**config.mk**
```make
export PLATFORM = sky130hd
export DESIGN_NAME = video_test_source
export DESIGN_NICKNAME = d
export VERILOG_FILES = /design/src/rtl/vidgen_pkg.sv /design/src/rtl/vidgen_pattern.sv /design/src/rtl/video_test_source.sv
export SDC_FILE = /design/constraint.sdc
export NUM_CORES = 1
export LEC_CHECK = 0
export BUFFER_PORTS_ARGS = -buffer_cell sky130_fd_sc_hd__buf_2
export CORE_ASPECT_RATIO = 1.5
export CORE_UTILIZATION = 53
export CTS_CLUSTER_SIZE = 24
export DETAILED_ROUTE_END_ITERATION = 12
export GPL_TIMING_DRIVEN = 0
export PLACE_DENSITY = 0.73
export SLEW_MARGIN = 40
export SYNTH_ARGS = -nofsm -noshare
export SYNTH_HDL_FRONTEND = slang
export SYNTH_SLANG_ARGS = --single-unit
```
**constraint.sdc**
```tcl
create_clock -name clk_12mhz -period 4.3 [get_ports clk_12mhz]
set_input_delay 0.86 -clock clk_12mhz [delete_from_list [all_inputs] [get_ports clk_12mhz]]
set_output_delay 0.86 -clock clk_12mhz [all_outputs]
set_load 0.02 [all_outputs]
```
**src/rtl/vidgen_pkg.sv**
```systemverilog
// Shared timing defaults, pattern mode encoding and pixel packing for the
// video test source.
package vidgen_pkg;

    localparam int H_TOTAL_D      = 384;
    localparam int H_ACTIVE_D     = 256;
    localparam int H_SYNC_START_D = 280;
    localparam int H_SYNC_LEN_D   = 32;
    localparam int V_TOTAL_D      = 262;
    localparam int V_ACTIVE_D     = 240;
    localparam int V_SYNC_START_D = 244;
    localparam int V_SYNC_LEN_D   = 4;

    localparam logic [8:0] RGB_BLACK = 9'h000;
    localparam logic [8:0] RGB_WHITE = 9'h1FF;

    typedef enum logic [1:0] {
        MODE_BARS  = 2'd0,
        MODE_GRID  = 2'd1,
        MODE_SOLID = 2'd2,
        MODE_GRAD  = 2'd3
    } mode_t;

    function automatic logic [8:0] bgr333(
        input logic [2:0] b,
        input logic [2:0] g,
        input logic [2:0] r
    );
        return {b, g, r};
    endfunction

endpackage

```
**src/rtl/vidgen_pattern.sv**
```systemverilog
// Combinational test-pattern generator: (h, v, frame, mode, solid) -> BGR333.
// With VIDGEN_SCROLL_EN defined, bars and grid scroll by the frame counter.
module vidgen_pattern
    import vidgen_pkg::*;
#(
    parameter int H_ACTIVE = H_ACTIVE_D,
    parameter int V_ACTIVE = V_ACTIVE_D
) (
    input  logic [8:0] h,
    input  logic [8:0] v,
    input  logic [7:0] frame,
    input  mode_t      mode,
    input  logic [8:0] solid,
    output logic [8:0] rgb
);

    logic [7:0] hx;
    logic [2:0] bar;
    logic       grid_on;

`ifdef VIDGEN_SCROLL_EN
    assign hx = h[7:0] + frame;
`else
    logic frame_unused;
    assign frame_unused = ^frame[7:3];
    assign hx = h[7:0];
`endif

    assign bar = hx[7:5];

    // The last visible column/row are always lit so the frame edge is visible.
    assign grid_on = (hx[3:0] == 4'd0)
                  || (v[3:0] == 4'd0)
                  || (h == 9'(H_ACTIVE - 1))
                  || (v == 9'(V_ACTIVE - 1));

    always_comb begin
        rgb = RGB_BLACK;
        unique case (mode)
            MODE_BARS:  rgb = bgr333({3{bar[2]}}, {3{bar[1]}}, {3{bar[0]}});
            MODE_GRID:  rgb = grid_on ? RGB_WHITE : RGB_BLACK;
            MODE_SOLID: rgb = solid;
            MODE_GRAD:  rgb = bgr333(frame[2:0], v[7:5], h[7:5]);
            default:    rgb = RGB_BLACK;
        endcase
    end

endmodule

```
**src/rtl/video_test_source.sv**
```systemverilog
// Video timing and test-pattern transmitter (counters, syncs, output regs).
// Optional VIDGEN_SCROLL_EN makes bars/grid scroll one pixel per frame.
module video_test_source
    import vidgen_pkg::*;
#(
    parameter int H_TOTAL      = H_TOTAL_D,
    parameter int H_ACTIVE     = H_ACTIVE_D,
    parameter int H_SYNC_START = H_SYNC_START_D,
    parameter int H_SYNC_LEN   = H_SYNC_LEN_D,
    parameter int V_TOTAL      = V_TOTAL_D,
    parameter int V_ACTIVE     = V_ACTIVE_D,
    parameter int V_SYNC_START = V_SYNC_START_D,
    parameter int V_SYNC_LEN   = V_SYNC_LEN_D
) (
    input  logic       clk_12mhz,
    input  logic       reset_n,
    input  logic       enable_i,
    input  logic [1:0] mode_i,
    input  logic [8:0] solid_i,
    output logic [8:0] rgb_o,
    output logic       sync_o,
    output logic       hsync_o,
    output logic       vsync_o,
    output logic       hblank_o,
    output logic       vblank_o,
    output logic       clk_6mhz_o,
    output logic [8:0] hcount_o,
    output logic [8:0] vcount_o,
    output logic [7:0] frame_o
);

    if (H_SYNC_START + H_SYNC_LEN > H_TOTAL) begin : g_hsync_check
        $error("hsync window runs past H_TOTAL");
    end
    if (V_SYNC_START + V_SYNC_LEN > V_TOTAL) begin : g_vsync_check
        $error("vsync window runs past V_TOTAL");
    end

    localparam logic [9:0] HS_LO = 10'(H_SYNC_START);
    localparam logic [9:0] HS_HI = 10'(H_SYNC_START + H_SYNC_LEN);
    localparam logic [9:0] VS_LO = 10'(V_SYNC_START);
    localparam logic [9:0] VS_HI = 10'(V_SYNC_START + V_SYNC_LEN);

    logic       en_q;
    logic       pe;
    logic       step;
    logic [8:0] h;
    logic [8:0] v;
    logic       h_last;
    logic       v_last;
    logic       at_origin;
    mode_t      mode_q;
    mode_t      mode_sel;
    logic [8:0] solid_q;
    logic [8:0] solid_sel;
    logic [8:0] pat_rgb;
    logic       hb;
    logic       vb;
    logic       hs_n;
    logic       vs_n;

    assign step      = pe & enable_i;
    assign h_last    = (h == 9'(H_TOTAL - 1));
    assign v_last    = (v == 9'(V_TOTAL - 1));
    assign at_origin = (h == 9'd0) && (v == 9'd0);

    // The origin pixel already uses the newly sampled mode/solid.
    assign mode_sel  = at_origin ? mode_t'(mode_i) : mode_q;
    assign solid_sel = at_origin ? solid_i : solid_q;

    assign hb   = ({1'b0, h} >= 10'(H_ACTIVE));
    assign vb   = ({1'b0, v} >= 10'(V_ACTIVE));
    assign hs_n = !(({1'b0, h} >= HS_LO) && ({1'b0, h} < HS_HI));
    assign vs_n = !(({1'b0, v} >= VS_LO) && ({1'b0, v} < VS_HI));

    assign clk_6mhz_o = pe;

    vidgen_pattern #(
        .H_ACTIVE (H_ACTIVE),
        .V_ACTIVE (V_ACTIVE)
    ) u_pattern (
        .h     (h),
        .v     (v),
        .frame (frame_o),
        .mode  (mode_sel),
        .solid (solid_sel),
        .rgb   (pat_rgb)
    );

    // Registered enable delays the first pixel-enable by one extra clk.
    always_ff @(posedge clk_12mhz or negedge reset_n) begin
        if (!reset_n) begin
            en_q <= 1'b0;
            pe   <= 1'b0;
        end else begin
            en_q <= enable_i;
            pe   <= enable_i & en_q & ~pe;
        end
    end

    always_ff @(posedge clk_12mhz or negedge reset_n) begin
        if (!reset_n) begin
            h <= 9'd0;
            v <= 9'd0;
        end else if (!enable_i) begin
            h <= 9'd0;
            v <= 9'd0;
        end else if (step) begin
            h <= h_last ? 9'd0 : h + 9'd1;
            if (h_last) begin
                v <= v_last ? 9'd0 : v + 9'd1;
            end
        end
    end

    always_ff @(posedge clk_12mhz or negedge reset_n) begin
        if (!reset_n) begin
            frame_o <= 8'd0;
        end else if (step && h_last && v_last) begin
            frame_o <= frame_o + 8'd1;
        end
    end

    always_ff @(posedge clk_12mhz or negedge reset_n) begin
        if (!reset_n) begin
            mode_q  <= MODE_BARS;
            solid_q <= 9'd0;
        end else if (step && at_origin) begin
            mode_q  <= mode_sel;
            solid_q <= solid_sel;
        end
    end

    always_ff @(posedge clk_12mhz or negedge reset_n) begin
        if (!reset_n) begin
            rgb_o    <= RGB_BLACK;
            sync_o   <= 1'b1;
            hsync_o  <= 1'b1;
            vsync_o  <= 1'b1;
            hblank_o <= 1'b1;
            vblank_o <= 1'b1;
            hcount_o <= 9'd0;
            vcount_o <= 9'd0;
        end else if (step) begin
            rgb_o    <= (hb | vb) ? RGB_BLACK : pat_rgb;
            sync_o   <= hs_n & vs_n;
            hsync_o  <= hs_n;
            vsync_o  <= vs_n;
            hblank_o <= hb;
            vblank_o <= vb;
            hcount_o <= h;
            vcount_o <= v;
        end
    end

endmodule
```
* Word-level counts from Yosys, hierarchy flattened
Index checks and enable logic that the tools add are counted.
Operators by class: equal/unequal tests 9, bitwise logic cells 6, add/subtract/negate cells 3, order comparisons 6, multiplexer cells 12, reductions and logical operators 17
Operators by type and width (count):
- 2-to-1 mux 9 bit | 10
- case mux 9 bit (4 select lines) | 1
- adder 9 x 1 -> 9 bit (second input constant) | 2
- == test 9 x 8 -> 1 bit (second input constant) | 2
- == test 9 bit (second input constant) | 2
- >= comparator 9 x 8 -> 1 bit (second input constant) | 2
- >= comparator 9 bit (second input constant) | 2
- logical NOT 9 bit | 2
- less-than comparator 9 x 8 -> 1 bit (second input constant) | 1
- less-than comparator 9 bit (second input constant) | 1
- adder 8 x 1 -> 8 bit (second input constant) | 1
- logical NOT 4 bit | 2
- logical AND 1 bit | 6
- bitwise AND 1 bit | 4
- == test 2 bit (second input constant) | 2
- inequality test 2 x 1 -> 1 bit (second input constant) | 2
- logical OR 1 bit | 3
- == test 2 x 1 -> 1 bit (second input constant) | 1
- logical NOT 1 bit | 2
- logical NOT 2 bit | 1
- 2-to-1 mux 2 bit | 1
- AND reduction 2 bit | 1
- inverter 1 bit | 1
- bitwise OR 1 bit | 1
Word-level totals: input bits 14, output and inout port bits 41, logic and storage cells 68, flip-flop bits (word level) 71

* Depth between registers and ports, before layout
word-level depth 7, gate-level depth with buffers 10, gate-level depth less buffers 10

* Hierarchy
Synthesis repeated with hierarchy kept, for this count alone.
Unflattened totals: cell total of the unflattened synthesis 325, area, all modules 3590.9 µm²
By module, submodules not included:
- video_test_source | sequential area each 1783.0 µm², cells an instance 282, area an instance 3286.9 µm², instances 1
- vidgen_pattern | sequential area each 0.0 µm², cells an instance 43, area an instance 304.0 µm², instances 1

* Least setup slack after synthesis
OpenSTA, ideal clock, no wires.
path kind input to register, start input enable_i, end register rgb_o[7], arrival 2339 ps, setup time 87 ps, path buffers 0, data required time 4213 ps, path slack 1874 ps, cell stages on the path 6, path through nand2_1 nor4_1 o41ai_1 or3_1 or3_1 a22oi_1
On the way: cells in the longest elaborated chain, start to end 1
Ends and longest elaborated chain:
- from (decl) | line video_test_source.sv:17 | input logic enable_i,
- bitwise AND 1 bit | line video_test_source.sv:62 | assign step = pe & enable_i;
- to (signal assigned) | line video_test_source.sv:145 | rgb_o <= (hb | vb) ? RGB_BLACK : pat_rgb;
- to (decl) | line video_test_source.sv:20 | output logic [8:0] rgb_o,
No other way between the ends. A chain may end at the register's enable or synchronous reset.

* Worst setup path after layout
start register h[0], end register solid_q[6]
On the way: cells in the longest elaborated chain, start to end 3, elaborated cells between the ends (all ways) 4, those cells by class mux: 1; reduce/logical: 3
Ends and longest elaborated chain:
- from (decl) | line video_test_source.sv:47 | logic [8:0] h;
- from (signal assigned) | line video_test_source.sv:109 | h <= h_last ? 9'd0 : h + 9'd1;
- logical NOT 9 bit * | line video_test_source.sv:65 | assign at_origin = (h == 9'd0) && (v == 9'd0);
- logical AND 1 bit * | line video_test_source.sv:65
- 2-to-1 mux 9 bit or logical AND 1 bit (tied branches) | line video_test_source.sv:69, video_test_source.sv:128
- to (signal assigned) | line video_test_source.sv:130 | solid_q <= solid_sel;
- to (decl) | line video_test_source.sv:54 | logic [8:0] solid_q;
Mark *: on every way between the ends. The rest lies on a longest branch, timed or not.

==> reports/metrics.yaml <==
sta:
  max_slew_margin: 0.553
  period_minus_slack_ps: 2630
  max_freq_mhz: 380
  whs_ps: 393
  finalSetupTns_ps: 0
  grt_setup_unrepaired: "no"
  worst-slew-pin-transition_ps: 665
  finalHoldViolations: 0
  slew_violations: 0
  clock_skew_ps: 9.73
  setup_violations: 0
  min_period_over_period: 0.611
floorplan:
  die_area_sq_um: 6970
  rows: 36
  fp.coreArea_sq_um: 6440
  chipHeight_um: 102
  pin_count: 55
  initial_core_util: 0.546
  fp.dieW_um: 68.5
setup_path:
  required_ps: 4530
  critPathCaptureType: "flop"
  worstPathMaxFanout: 10
  critPathCapture: "solid_q[6]"
  crit_start: "h[0]"
  slowest_delay_ps: 420
  worstPathArrival_ps: 2850
  reg2reg_slack_ps: 1670
  r2r-start: "h[0]"
  path_buf_inv: 2
  path_class: "flop to flop"
  path_depth: 8
  reg2reg_depth: 8
  worst_path_max_delay_cell: "dfrtp_1"
  path_cells: "inv_1 > ha_1 > nor3b_1 > and3_1 > nand2_1 > nor2_1 > buf_2 > mux2_2"
  rr_endpoint: "solid_q[6]"
  worstSetupStartpointType: "flop"
  critPathTopFamily: "simple AND/OR/NAND/NOR gates"
power_and_ir_drop:
  ir_drop_mv: 0.204
  p_sw_uw: 405
  share_comb_of_total_power: 0.161
  swShare: 0.280
  seqPwrFrac: 0.523
  power.internal_mw: 1.04
  power_leakage_nw: 1.96
  power_mw: 1.45
  power_frac_clock: 0.316
  power_density_nw_per_um2: 355
synth:
  synth_nets: 363
  async_flop_share: 1.00
  syn_area_per_cell_sq_um: 10.3
  ys_seq_area_frac: 0.507
  syn_area_sq_um: 3520
  ys_dominant_reg_cell: "dfrtp_1"
  ys_ff_latch: 71
  yosys_warnings: 0
  yosysUniqueCellTypes: 47
  syn_inst: 342
  synth_edf_count: 0
clock_network:
  cts-htree-levels: 3
  numCtsBuffers: 9
  cts.path.max_buffers: 2
  cts_tree: "yes"
  root_buffer: "clkbuf_8"
  cts.reportedPaths.clkPinSlew_ps: 70
  cts.sinks: 71
  clkLatencyLatePin_ps: 350
  cts_hold_buffers: 0
  cts_setup_buffers: 0
  post_cts_resized: 0
detailed_routing:
  via_count: 2761
  wl_um: 7650
  wl_per_cell_um: 15.6
  dr.pass1.iters: 4
  vias_per_cell: 5.65
  drtIter0Drc: 118
  drc: 0
  antenna_left: 0
layout:
  final_cell_mix: "66 x dfrtp_1, 57 x buf_2, 37 x nand2_1"
  nets: 429
  drive_above_1_share: 0.242
  num-fill-cells: 553
  stdcell_count: 489
  area_delta_synth_final_pct: 15.8
  n_antenna_cell: 0
  final_common_cell: "dfrtp_1"
  postLayoutCellArea_sq_um: 4070
status:
  status: "completed"
hold_path:
  hold_class: "input pin to async pin"
placed_design:
  gp_congestion: 0.846
  dpl_cell_area_sq_um: 3910
  portBuffers: 54
  dpl.hpwl_um: 5760
  post-place-cells: 473
global_route:
  grt_overflow_total: 0
  grt_pass1_vias: 2650
  grtUsageTotal: 0.245
  grt_pass1_wl_um: 12400
  grt_antenna_before_repair: 0
  grt_start_max_net_pins: 37
job:
  maxCapViolCount: 0
==> metal layers <==
layer | global-route usage | vias to the layer above | wire [um]
met5 | 0 | - | 0
met4 | 0.0978 | 0 | 162
met3 | 0.0687 | 14 | 368
met2 | 0.406 | 74 | 3900
met1 | 0.292 | 1335 | 3220
li1 | - | 1338 | -
==> cell families (layout without fill, tap and decap cells) <==
| group | count (synthesis) | count (layout) | synth area share |
|---|---|---|---|
| adders and majority gates | 7 | 7 | 0.0249 |
| xor gates and xnor gates | 14 | 14 | 0.0349 |
| buffers and inverters | 34 | 105 | 0.0399 |
| muxes | 37 | 37 | 0.114 |
| DFF | 71 | 71 | 0.507 |
| AOI/OAI and AO/OA | 65 | 65 | 0.105 |
| and+or+nand+nor | 114 | 114 | 0.174 |
==> Yosys cell counts, types with 2 or more instances <==
master,n,area [sq um]
o21ai_0,33,165
mux2_2,17,191
nand2_1,37,139
clkbuf_1,14,52.6
a21oi_1,3,15.0
buf_2,4,20.0
nand4_1,9,56.3
nor4_1,5,31.3
ha_1,7,87.6
dfstp_2,5,131
o21ai_1,13,65.1
or2_2,2,12.5
nand2b_1,2,12.5
mux2i_1,13,130
inv_1,15,56.3
or3_1,4,25.0
o211ai_1,3,22.5
nor3b_1,2,15.0
nor2_1,16,60.1
nand3_1,13,65.1
xor2_1,3,26.3
xnor2_1,11,96.3
a22o_1,3,26.3
nor2b_1,4,25.0
o31ai_1,3,22.5
and2_1,4,25.0
and3_1,6,37.5
dfrtp_1,66,1650
mux2_1,7,78.8
==> flip-flops by register name (all words and copies together), names as in the netlist <==
name        cells
clk_6mhz_o      1
en_q            1
frame_o         8
h               9
hblank_o        1
hcount_o        9
hsync_o         1
mode_q          2
rgb_o           9
solid_q         9
sync_o          1
v               9
vblank_o        1
vcount_o        9
vsync_o         1
==> area by class of cell <==
type / count / area [sq um] / share of cell area
inverter: 15 / 56.3 / 0.0138
sequential: 71 / 1780 / 0.438
buffer: 19 / 83.8 / 0.0206
clock buffer: 14 / 153 / 0.0375
multi-input combinational: 237 / 1590 / 0.391
tap: 76 / 95.1 / 0.0234
clock inverter: 2 / 10.0 / 0.00246
timing repair buffer: 55 / 297 / 0.0729
==> through the flow <==
| stage | setup WS, ps | util |
|---|---|---|
| after global placement | 1460 | 0.603 |
| after floorplan | 1870 | - |
| final | 1670 | 0.632 |
| after global routing | 1480 | 0.632 |
| after CTS | 1680 | 0.632 |
| after detailed placement | 1450 | 0.607 |
==> worst min path at each step <==
stage / end / slack (ps) / cells after the start
6_report: rgb_o[2] / 390 / 1
5_1_grt: rgb_o[2] / 400 / 1
4_1_cts: rgb_o[2] / 390 / 1
3_5_place_dp: clk_6mhz_o / 450 / 1
3_3_place_gp: clk_6mhz_o / 440 / 1
2_1_floorplan: clk_6mhz_o / 430 / 1
==> power groups by stage <==
stage / sequential, mW / combinational (mW) / clock (mW)
2_1_floorplan: 0.794 / 0.124 / 0
4_1_cts: 0.755 / 0.235 / 0.467
6_report: 0.755 / 0.233 / 0.457
3_5_place_dp: 0.768 / 0.234 / 0
3_3_place_gp: 0.765 / 0.226 / 0
5_1_grt: 0.764 / 0.262 / 0.505
==> worst reg2reg max path, cell delays in order, from the launching register on <==
cell	delay [ps]
dfrtp_1	420
inv_1	130
ha_1	160
nor3b_1	400
and3_1	280
nand2_1	250
nor2_1	220
buf_2	290
mux2_2	380
No activity file was read; power rests on OpenSTA's default activity.
